[src/rtl/alu_src_ctrl_pkg.sv]
// Shared types and encodings for the multi-cycle ALU source controller.
// ALU_SRC_CTRL_SHIFT_EN enables the variable-shift R-type functions.
package alu_src_ctrl_pkg;

    typedef enum logic [2:0] {
        S_FETCH,
        S_DECODE,
        S_EXEC,
        S_MEM,
        S_WB,
        S_TRAP
    } state_e;

    typedef enum logic [2:0] {
        C_RTYPE,
        C_SHIFT,
        C_ADDI,
        C_LOAD,
        C_STORE,
        C_BEQ,
        C_BNE,
        C_NONE
    } iclass_e;

    localparam logic [5:0] OP_RTYPE = 6'h00;
    localparam logic [5:0] OP_BEQ   = 6'h04;
    localparam logic [5:0] OP_BNE   = 6'h05;
    localparam logic [5:0] OP_ADDI  = 6'h08;
    localparam logic [5:0] OP_LW    = 6'h23;
    localparam logic [5:0] OP_SW    = 6'h2B;

    localparam logic [5:0] FN_SLLV  = 6'h04;
    localparam logic [5:0] FN_SRLV  = 6'h06;
    localparam logic [5:0] FN_SRAV  = 6'h07;
    localparam logic [5:0] FN_ADD   = 6'h20;
    localparam logic [5:0] FN_SUB   = 6'h22;
    localparam logic [5:0] FN_AND   = 6'h24;
    localparam logic [5:0] FN_OR    = 6'h25;
    localparam logic [5:0] FN_XOR   = 6'h26;

    localparam logic [1:0] SRCA_PC  = 2'b00;
    localparam logic [1:0] SRCA_A   = 2'b01;
    localparam logic [1:0] SRCA_B   = 2'b10;

    localparam logic [2:0] SRCB_B     = 3'b000;
    localparam logic [2:0] SRCB_4     = 3'b001;
    localparam logic [2:0] SRCB_IMM   = 3'b010;
    localparam logic [2:0] SRCB_IMMSH = 3'b011;
    localparam logic [2:0] SRCB_A     = 3'b100;

    localparam logic [2:0] ALU_ADD  = 3'b000;
    localparam logic [2:0] ALU_SUB  = 3'b001;
    localparam logic [2:0] ALU_AND  = 3'b010;
    localparam logic [2:0] ALU_OR   = 3'b011;
    localparam logic [2:0] ALU_XOR  = 3'b100;
    localparam logic [2:0] ALU_SLL  = 3'b101;
    localparam logic [2:0] ALU_SRL  = 3'b110;
    localparam logic [2:0] ALU_SRA  = 3'b111;

    function automatic logic br_taken(input iclass_e c, input logic z);
        return ((c == C_BEQ) && z) || ((c == C_BNE) && !z);
    endfunction

endpackage

[src/rtl/alu_src_ctrl_decode.sv]
// Combinational opcode/funct classifier producing class, ALU op and legality.
// Shift functs decode only when ALU_SRC_CTRL_SHIFT_EN is defined.
import alu_src_ctrl_pkg::*;

module alu_src_ctrl_decode (
    input  logic [5:0] i_opcode,
    input  logic [5:0] i_funct,
    output iclass_e    o_class,
    output logic [2:0] o_alu_op,
    output logic       o_legal
);

    always_comb begin
        o_class  = C_NONE;
        o_alu_op = ALU_ADD;
        unique case (1'b1)
            (i_opcode == OP_RTYPE): begin
                unique case (1'b1)
                    (i_funct == FN_ADD): begin
                        o_class  = C_RTYPE;
                        o_alu_op = ALU_ADD;
                    end
                    (i_funct == FN_SUB): begin
                        o_class  = C_RTYPE;
                        o_alu_op = ALU_SUB;
                    end
                    (i_funct == FN_AND): begin
                        o_class  = C_RTYPE;
                        o_alu_op = ALU_AND;
                    end
                    (i_funct == FN_OR): begin
                        o_class  = C_RTYPE;
                        o_alu_op = ALU_OR;
                    end
                    (i_funct == FN_XOR): begin
                        o_class  = C_RTYPE;
                        o_alu_op = ALU_XOR;
                    end
`ifdef ALU_SRC_CTRL_SHIFT_EN
                    (i_funct == FN_SLLV): begin
                        o_class  = C_SHIFT;
                        o_alu_op = ALU_SLL;
                    end
                    (i_funct == FN_SRLV): begin
                        o_class  = C_SHIFT;
                        o_alu_op = ALU_SRL;
                    end
                    (i_funct == FN_SRAV): begin
                        o_class  = C_SHIFT;
                        o_alu_op = ALU_SRA;
                    end
`endif
                    default: ;
                endcase
            end
            (i_opcode == OP_ADDI): o_class = C_ADDI;
            (i_opcode == OP_LW):   o_class = C_LOAD;
            (i_opcode == OP_SW):   o_class = C_STORE;
            (i_opcode == OP_BEQ): begin
                o_class  = C_BEQ;
                o_alu_op = ALU_SUB;
            end
            (i_opcode == OP_BNE): begin
                o_class  = C_BNE;
                o_alu_op = ALU_SUB;
            end
            default: ;
        endcase
    end

    assign o_legal = (o_class != C_NONE);

endmodule

[src/rtl/alu_src_ctrl.sv]
// Multi-cycle control FSM selecting ALU operands/op and datapath strobes.
// ALU_SRC_CTRL_SHIFT_EN adds sllv/srlv/srav execution (B value, A amount).
import alu_src_ctrl_pkg::*;

module alu_src_ctrl (
    input  logic       clk,
    input  logic       rst_n,
    input  logic       mem_ready,
    input  logic [5:0] opcode,
    input  logic [5:0] funct,
    input  logic       zero,
    output logic [1:0] alu_src_a_sel,
    output logic [2:0] alu_src_b_sel,
    output logic [2:0] alu_op,
    output logic       ir_write,
    output logic       pc_write,
    output logic       alu_out_write,
    output logic       reg_write,
    output logic       mem_read,
    output logic       mem_write,
    output logic       pc_src,
    output logic       illegal
);

    state_e     r_state;
    state_e     w_next;
    logic [5:0] r_opcode;
    logic [5:0] r_funct;
    logic       r_illegal;

    iclass_e    w_class;
    logic [2:0] w_dec_op;
    logic       w_legal;
    logic       w_taken;

    logic       w_ir_write;
    logic       w_pc_write;
    logic       w_alu_out_write;
    logic       w_reg_write;
    logic       w_mem_read;
    logic       w_mem_write;
    logic       w_pc_src;

    alu_src_ctrl_decode u_dec (
        .i_opcode (r_opcode),
        .i_funct  (r_funct),
        .o_class  (w_class),
        .o_alu_op (w_dec_op),
        .o_legal  (w_legal)
    );

    assign w_taken = br_taken(w_class, zero);

    always_ff @(posedge clk or negedge rst_n) begin
        if (!rst_n) begin
            r_state   <= S_FETCH;
            r_opcode  <= 6'h00;
            r_funct   <= 6'h00;
            r_illegal <= 1'b0;
        end else begin
            r_state <= w_next;
            if (w_ir_write) begin
                r_opcode <= opcode;
                r_funct  <= funct;
            end
            if ((r_state == S_DECODE) && !w_legal) begin
                r_illegal <= 1'b1;
            end
        end
    end

    always_comb begin
        w_next          = r_state;
        alu_src_a_sel   = SRCA_PC;
        alu_src_b_sel   = SRCB_4;
        alu_op          = ALU_ADD;
        w_ir_write      = 1'b0;
        w_pc_write      = 1'b0;
        w_alu_out_write = 1'b0;
        w_reg_write     = 1'b0;
        w_mem_read      = 1'b0;
        w_mem_write     = 1'b0;
        w_pc_src        = 1'b0;
        unique case (r_state)
            S_FETCH: begin
                w_mem_read = 1'b1;
                if (mem_ready) begin
                    w_ir_write = 1'b1;
                    w_pc_write = 1'b1;
                    w_next     = S_DECODE;
                end
            end
            S_DECODE: begin
                alu_src_b_sel   = SRCB_IMMSH;
                w_alu_out_write = 1'b1;
                w_next          = w_legal ? S_EXEC : S_TRAP;
            end
            S_EXEC: begin
                unique case (w_class)
                    C_RTYPE: begin
                        alu_src_a_sel   = SRCA_A;
                        alu_src_b_sel   = SRCB_B;
                        alu_op          = w_dec_op;
                        w_alu_out_write = 1'b1;
                        w_next          = S_WB;
                    end
`ifdef ALU_SRC_CTRL_SHIFT_EN
                    C_SHIFT: begin
                        alu_src_a_sel   = SRCA_B;
                        alu_src_b_sel   = SRCB_A;
                        alu_op          = w_dec_op;
                        w_alu_out_write = 1'b1;
                        w_next          = S_WB;
                    end
`endif
                    C_ADDI, C_LOAD, C_STORE: begin
                        alu_src_a_sel   = SRCA_A;
                        alu_src_b_sel   = SRCB_IMM;
                        w_alu_out_write = 1'b1;
                        w_next = (w_class == C_ADDI) ? S_WB : S_MEM;
                    end
                    C_BEQ, C_BNE: begin
                        alu_src_a_sel = SRCA_A;
                        alu_src_b_sel = SRCB_B;
                        alu_op        = ALU_SUB;
                        w_pc_write    = w_taken;
                        w_pc_src      = w_taken;
                        w_next        = S_FETCH;
                    end
                    default: w_next = S_TRAP;
                endcase
            end
            S_MEM: begin
                w_mem_read  = (w_class == C_LOAD);
                w_mem_write = (w_class != C_LOAD);
                if (mem_ready) begin
                    w_next = (w_class == C_LOAD) ? S_WB : S_FETCH;
                end
            end
            S_WB: begin
                w_reg_write = 1'b1;
                w_next      = S_FETCH;
            end
            S_TRAP: w_next = S_TRAP;
            default: w_next = S_FETCH;
        endcase
    end

    // Gate strobes so they are silent while reset is held, not just after it.
    assign ir_write      = w_ir_write      & rst_n;
    assign pc_write      = w_pc_write      & rst_n;
    assign alu_out_write = w_alu_out_write & rst_n;
    assign reg_write     = w_reg_write     & rst_n;
    assign mem_read      = w_mem_read      & rst_n;
    assign mem_write     = w_mem_write     & rst_n;
    assign pc_src        = w_pc_src        & rst_n;
    assign illegal       = r_illegal;

endmodule
[config.mk]
export PLATFORM = sky130hd
export DESIGN_NAME = alu_src_ctrl
export DESIGN_NICKNAME = d
export VERILOG_FILES = /design/src/rtl/alu_src_ctrl_pkg.sv /design/src/rtl/alu_src_ctrl_decode.sv /design/src/rtl/alu_src_ctrl.sv
export SDC_FILE = /design/constraint.sdc
export NUM_CORES = 1
export LEC_CHECK = 0
export ABC_AREA = 1
export BUFFER_PORTS_ARGS = -buffer_cell sky130_fd_sc_hd__buf_2
export CORE_UTILIZATION = 48
export DETAILED_ROUTE_END_ITERATION = 16
export GPL_TIMING_DRIVEN = 0
export MAX_ROUTING_LAYER = met4
export PLACE_DENSITY_LB_ADDON = 0.2
export SLEW_MARGIN = 20
export SYNTH_ARGS = -nofsm -noshare
export SYNTH_HDL_FRONTEND = slang
export SYNTH_HIERARCHICAL = 1
export SYNTH_SLANG_ARGS = --single-unit
[constraint.sdc]
create_clock -name clk -period 1.7 [get_ports clk]
set_input_delay 0.255 -clock clk [delete_from_list [all_inputs] [get_ports clk]]
set_output_delay 0.255 -clock clk [all_outputs]
set_load 0.05 [all_outputs]
==> metrics.txt <==
# TYPE chip_impl_metric gauge
chip_impl_metric{name="seq_area_frac_synth",unit="%"} 30.56
chip_impl_metric{name="number_of_stages_on_the_worst_hold_path",unit=""} 3
chip_impl_info{name="yosys_most_used_dff",value="dfrtp_1"} 1
chip_impl_metric{name="synthesis.area_per_instance",unit="sq um"} 7.005
chip_impl_metric{name="netlist.area_leader.share",unit="%"} 30.56
chip_impl_metric{name="worst-r2r-cell-count",unit=""} 16
chip_impl_metric{name="globalRouteTotalUtil",unit="%"} 33.97
chip_impl_metric{name="synth_to_layout_area_growth",unit="%"} 80.80
chip_impl_info{name="worst_setup_path_start_kind",value="flip-flop"} 1
chip_impl_info{name="worst_r2r_endpoint",value="r_state[2]"} 1
chip_impl_metric{name="floorplan.die.height",unit="microns"} 54.24
chip_impl_metric{name="postRouteAntennaNets",unit=""} 0
chip_impl_info{name="violations_in_the_final_reports",value="setup timing"} 1
chip_impl_metric{name="synthesis.area",unit="sq um"} 1310
chip_impl_metric{name="power_leakage",unit="nW"} 1.118
chip_impl_metric{name="max_clock_freq",unit="MHz"} 375.8
chip_impl_metric{name="worst_clock_skew",unit="ps"} 21.68
chip_impl_metric{name="hpwlAfterDp",unit="microns"} 2326
chip_impl_metric{name="clk_pin_slew",unit="ps"} 100
chip_impl_metric{name="synth_enable_flop_cells",unit=""} 0
chip_impl_metric{name="final_util",unit="%"} 93.90
chip_impl_info{name="crit-reg2reg-launch",value="r_funct[4]"} 1
chip_impl_metric{name="synthesis.instances",unit=""} 187
chip_impl_metric{name="critPathMaxFanout",unit=""} 5
chip_impl_metric{name="maximum_number_of_pins_on_one_net_before_global_route_repair",unit=""} 17
chip_impl_metric{name="r2r_slack",unit="ps"} -570
chip_impl_metric{name="drt-wirelength-per-cell",unit="microns"} 20.91
chip_impl_metric{name="grt_first_pass_wirelength",unit="microns"} 6782
chip_impl_metric{name="finalMaxSlewViolations",unit=""} 0
chip_impl_metric{name="gr-total-overflow",unit=""} 0
chip_impl_metric{name="detail_route.iter0.violations",unit=""} 112
chip_impl_info{name="worstSetupPathType",value="flip-flop to output pin"} 1
chip_impl_metric{name="floorplan_die_area",unit="sq um"} 2942
chip_impl_info{name="rsz_0062_raised_after_global_routing",value="yes"} 1
chip_impl_metric{name="tightestPinTransition",unit="ps"} 726.7
chip_impl_metric{name="async_reset_ff_share",unit="%"} 100.0
chip_impl_metric{name="gp_routability_congestion",unit=""} 0.7716
chip_impl_info{name="synth_area_leaders",value="dfrtp_1 (31%), nand2_1 (13%), inv_1 (9.7%)"} 1
chip_impl_metric{name="postSynthRegisterBits",unit=""} 16
chip_impl_metric{name="netlist-cell-type-count",unit=""} 27
chip_impl_metric{name="route.final.wire_length",unit="microns"} 6127
chip_impl_metric{name="holdWs",unit="ps"} 194.2
chip_impl_metric{name="grt_antenna_before_repair",unit=""} 0
chip_impl_metric{name="cts_buffer_depth",unit=""} 2
chip_impl_info{name="tritoncts",value="built"} 1
chip_impl_metric{name="number_of_cts_inserted_buffers",unit=""} 3
chip_impl_metric{name="clkSinkCount",unit=""} 16
chip_impl_info{name="yosys.cell_count.top_type",value="nand2_1"} 1
chip_impl_metric{name="final-setup-viol-count",unit=""} 16
chip_impl_info{name="timing.hold.worst.start",value="funct[4]"} 1
chip_impl_metric{name="cts_htree_levels",unit=""} 1
chip_impl_metric{name="min_period_over_period",unit="%"} 156.5
chip_impl_metric{name="top_level_ports",unit=""} 32
chip_impl_metric{name="ys_warn_count",unit=""} 6
chip_impl_metric{name="start_util",unit="%"} 51.93
chip_impl_metric{name="vias_in_the_first_global_route",unit=""} 1488
chip_impl_metric{name="clk_latency",unit="ps"} 290
chip_impl_info{name="synth_top_area_cell",value="dfrtp_1"} 1
chip_impl_info{name="ys_top_cells_by_count",value="nand2_1 (45), inv_1 (34), dfrtp_1 (16), nor2_1 (16)"} 1
chip_impl_metric{name="layout-drive-gt1-share",unit="%"} 69.96
chip_impl_metric{name="die-width",unit="microns"} 54.24
chip_impl_metric{name="io_buffer_count",unit=""} 29
chip_impl_metric{name="viasPerCell",unit=""} 5.901
chip_impl_metric{name="drtPass1Iterations",unit=""} 4
chip_impl_info{name="hold_path_end",value="r_funct[4]"} 1
chip_impl_metric{name="arrival",unit="ps"} 2410
chip_impl_metric{name="number_of_nets_in_the_layout",unit=""} 281
chip_impl_metric{name="diodes",unit=""} 0
chip_impl_metric{name="max-cap-violations",unit=""} 0
chip_impl_info{name="worstHoldPathType",value="input pin to flip-flop"} 1
chip_impl_info{name="critical_path.endpoint_type",value="output pin"} 1
chip_impl_metric{name="period_needed",unit="ps"} 2661
chip_impl_metric{name="floorplan.rows",unit=""} 18
chip_impl_metric{name="relative_max_transition_margin",unit="%"} 51.39
chip_impl_metric{name="placeableCoreArea",unit="sq um"} 2522
chip_impl_metric{name="detail_route.drc_violations",unit=""} 0
chip_impl_metric{name="num_vias",unit=""} 1729
chip_impl_metric{name="timing.setup.tns",unit="ps"} -11510
chip_impl_metric{name="p_per_area",unit="nW/um^2"} 2015
chip_impl_metric{name="final_hold_viol_count",unit=""} 0
chip_impl_info{name="outcome",value="complete, but fails checks"} 1
chip_impl_metric{name="postLayoutSetupSlackWorst",unit="ps"} -961.0
chip_impl_metric{name="cp_data_required_time",unit="ps"} 1440
chip_impl_info{name="cts_root_buffer",value="clkbuf_4"} 1
chip_impl_metric{name="vdd.ir_drop.worst",unit="mV"} 1.969
[layout by cell type (no fill, tap or decap)]
| master | instances |
|---|---|
| a21oi_1 | 2 |
| a21oi_4 | 3 |
| a31oi_4 | 1 |
| buf_12 | 2 |
| buf_2 | 16 |
| buf_4 | 37 |
| buf_6 | 15 |
| buf_8 | 4 |
| clkbuf_4 | 4 |
| clkinvlp_4 | 2 |
| conb_1 | 2 |
| dfrtp_1 | 8 |
| dfrtp_2 | 8 |
| dlygate4sd3_1 | 1 |
| inv_1 | 24 |
| inv_2 | 11 |
| inv_4 | 5 |
| inv_6 | 1 |
| nand2_1 | 25 |
| nand2_2 | 15 |
| nand2_4 | 8 |
| nand3_1 | 4 |
| nand3_2 | 7 |
| nand3_4 | 7 |
| nand4_1 | 3 |
| nand4_4 | 1 |
| nor2_1 | 7 |
| nor2_2 | 3 |
| nor2_4 | 16 |
| nor3_1 | 2 |
| nor3_4 | 1 |
| nor4_4 | 1 |
| o211ai_1 | 1 |
| o21ai_2 | 12 |
| o21ai_4 | 3 |
| o221ai_2 | 1 |
[metal layers]
layer	global-route usage (%)	up-vias	wire, microns
li1	-	733	-
met1	38.10	792	2202
met2	54.47	153	2946
met3	7.778	51	549
met4	20.94	0	429
met5	-	-	0
[critical path, cell delays in order (launching register included)]
cell and delay, ps:
dfrtp_2 460, nand2_2 100, inv_2 90, nand2_2 70
nor2_4 150, buf_4 140, inv_4 40, nand2_2 70
nor2_4 50, nand3_4 130, buf_4 180, nand3_4 90
buf_4 170, a31oi_4 190, buf_6 180
[what timing repair did]
item,4_1_cts,5_1_grt
setup buffers,25,18
hold buffers,1,0
setup endpoints to repair,16,16
gates resized for setup,55,52
pin swaps,21,29
endpoints found under the hold margin,16,0
[final cells by class]
class | count | area, sq um
Clock buffer | 3 | 22.52
Multi-Input combinational cell | 125 | 1067
Fill cell | 75 | 153.9
Buffer | 4 | 41.29
Inverter | 43 | 186.4
Sequential cell | 16 | 410.4
Timing Repair Buffer | 72 | 603.1
Tap cell | 30 | 37.54
[sequential cells by signal, indices dropped and copies added (netlist names)]
| name | cells |
|---|---|
| r_funct | 6 |
| r_state | 3 |
| r_opcode | 6 |
| illegal | 1 |
[stage by stage]
step / total power [mW] / area, sq um / setup WS [ps] / std cells
finish: 4.773 / 2369 / -961.0 / 293
global route: 4.955 / 2369 / -1049 / 293
CTS: 3.438 / 2039 / -755.0 / 276
detailed placement: 2.619 / 1648 / -659.5 / 247
global placement: 2.560 / 1648 / -594.8 / 247
floorplan: 2.289 / 1465 / -388.7 / 188
[worst max-delay path by stage]
stage | start | to | slack [ps] | cells past startpoint
floorplan | r_opcode[1] | alu_op[0] | -390 | 11
global placement | r_opcode[4] | alu_op[0] | -590 | 12
detailed placement | r_opcode[2] | alu_op[0] | -660 | 13
CTS | r_opcode[5] | alu_op[0] | -760 | 12
global route | r_opcode[2] | alu_op[0] | -1050 | 13
finish | r_opcode[0] | alu_op[0] | -960 | 14
[logic make-up (layout without fill, tap and decap cells)]
logic type / count (synthesis) / after routing / synth area share [%]
simple gates: 100 / 100 / 40.59
buf+inv: 47 / 122 / 15.19
compound gates: 23 / 23 / 13.37
flops: 16 / 16 / 30.56
other cells: 1 / 2 / 0.2863
[power by group]
group	internal, mW	total, mW	switching, mW
Clock	0.0821	0.195	0.113
Combinational	1.54	3.76	2.22
Sequential	0.561	0.822	0.262
Total	2.18	4.77	2.59
No activity file was read; power rests on OpenSTA's default activity.
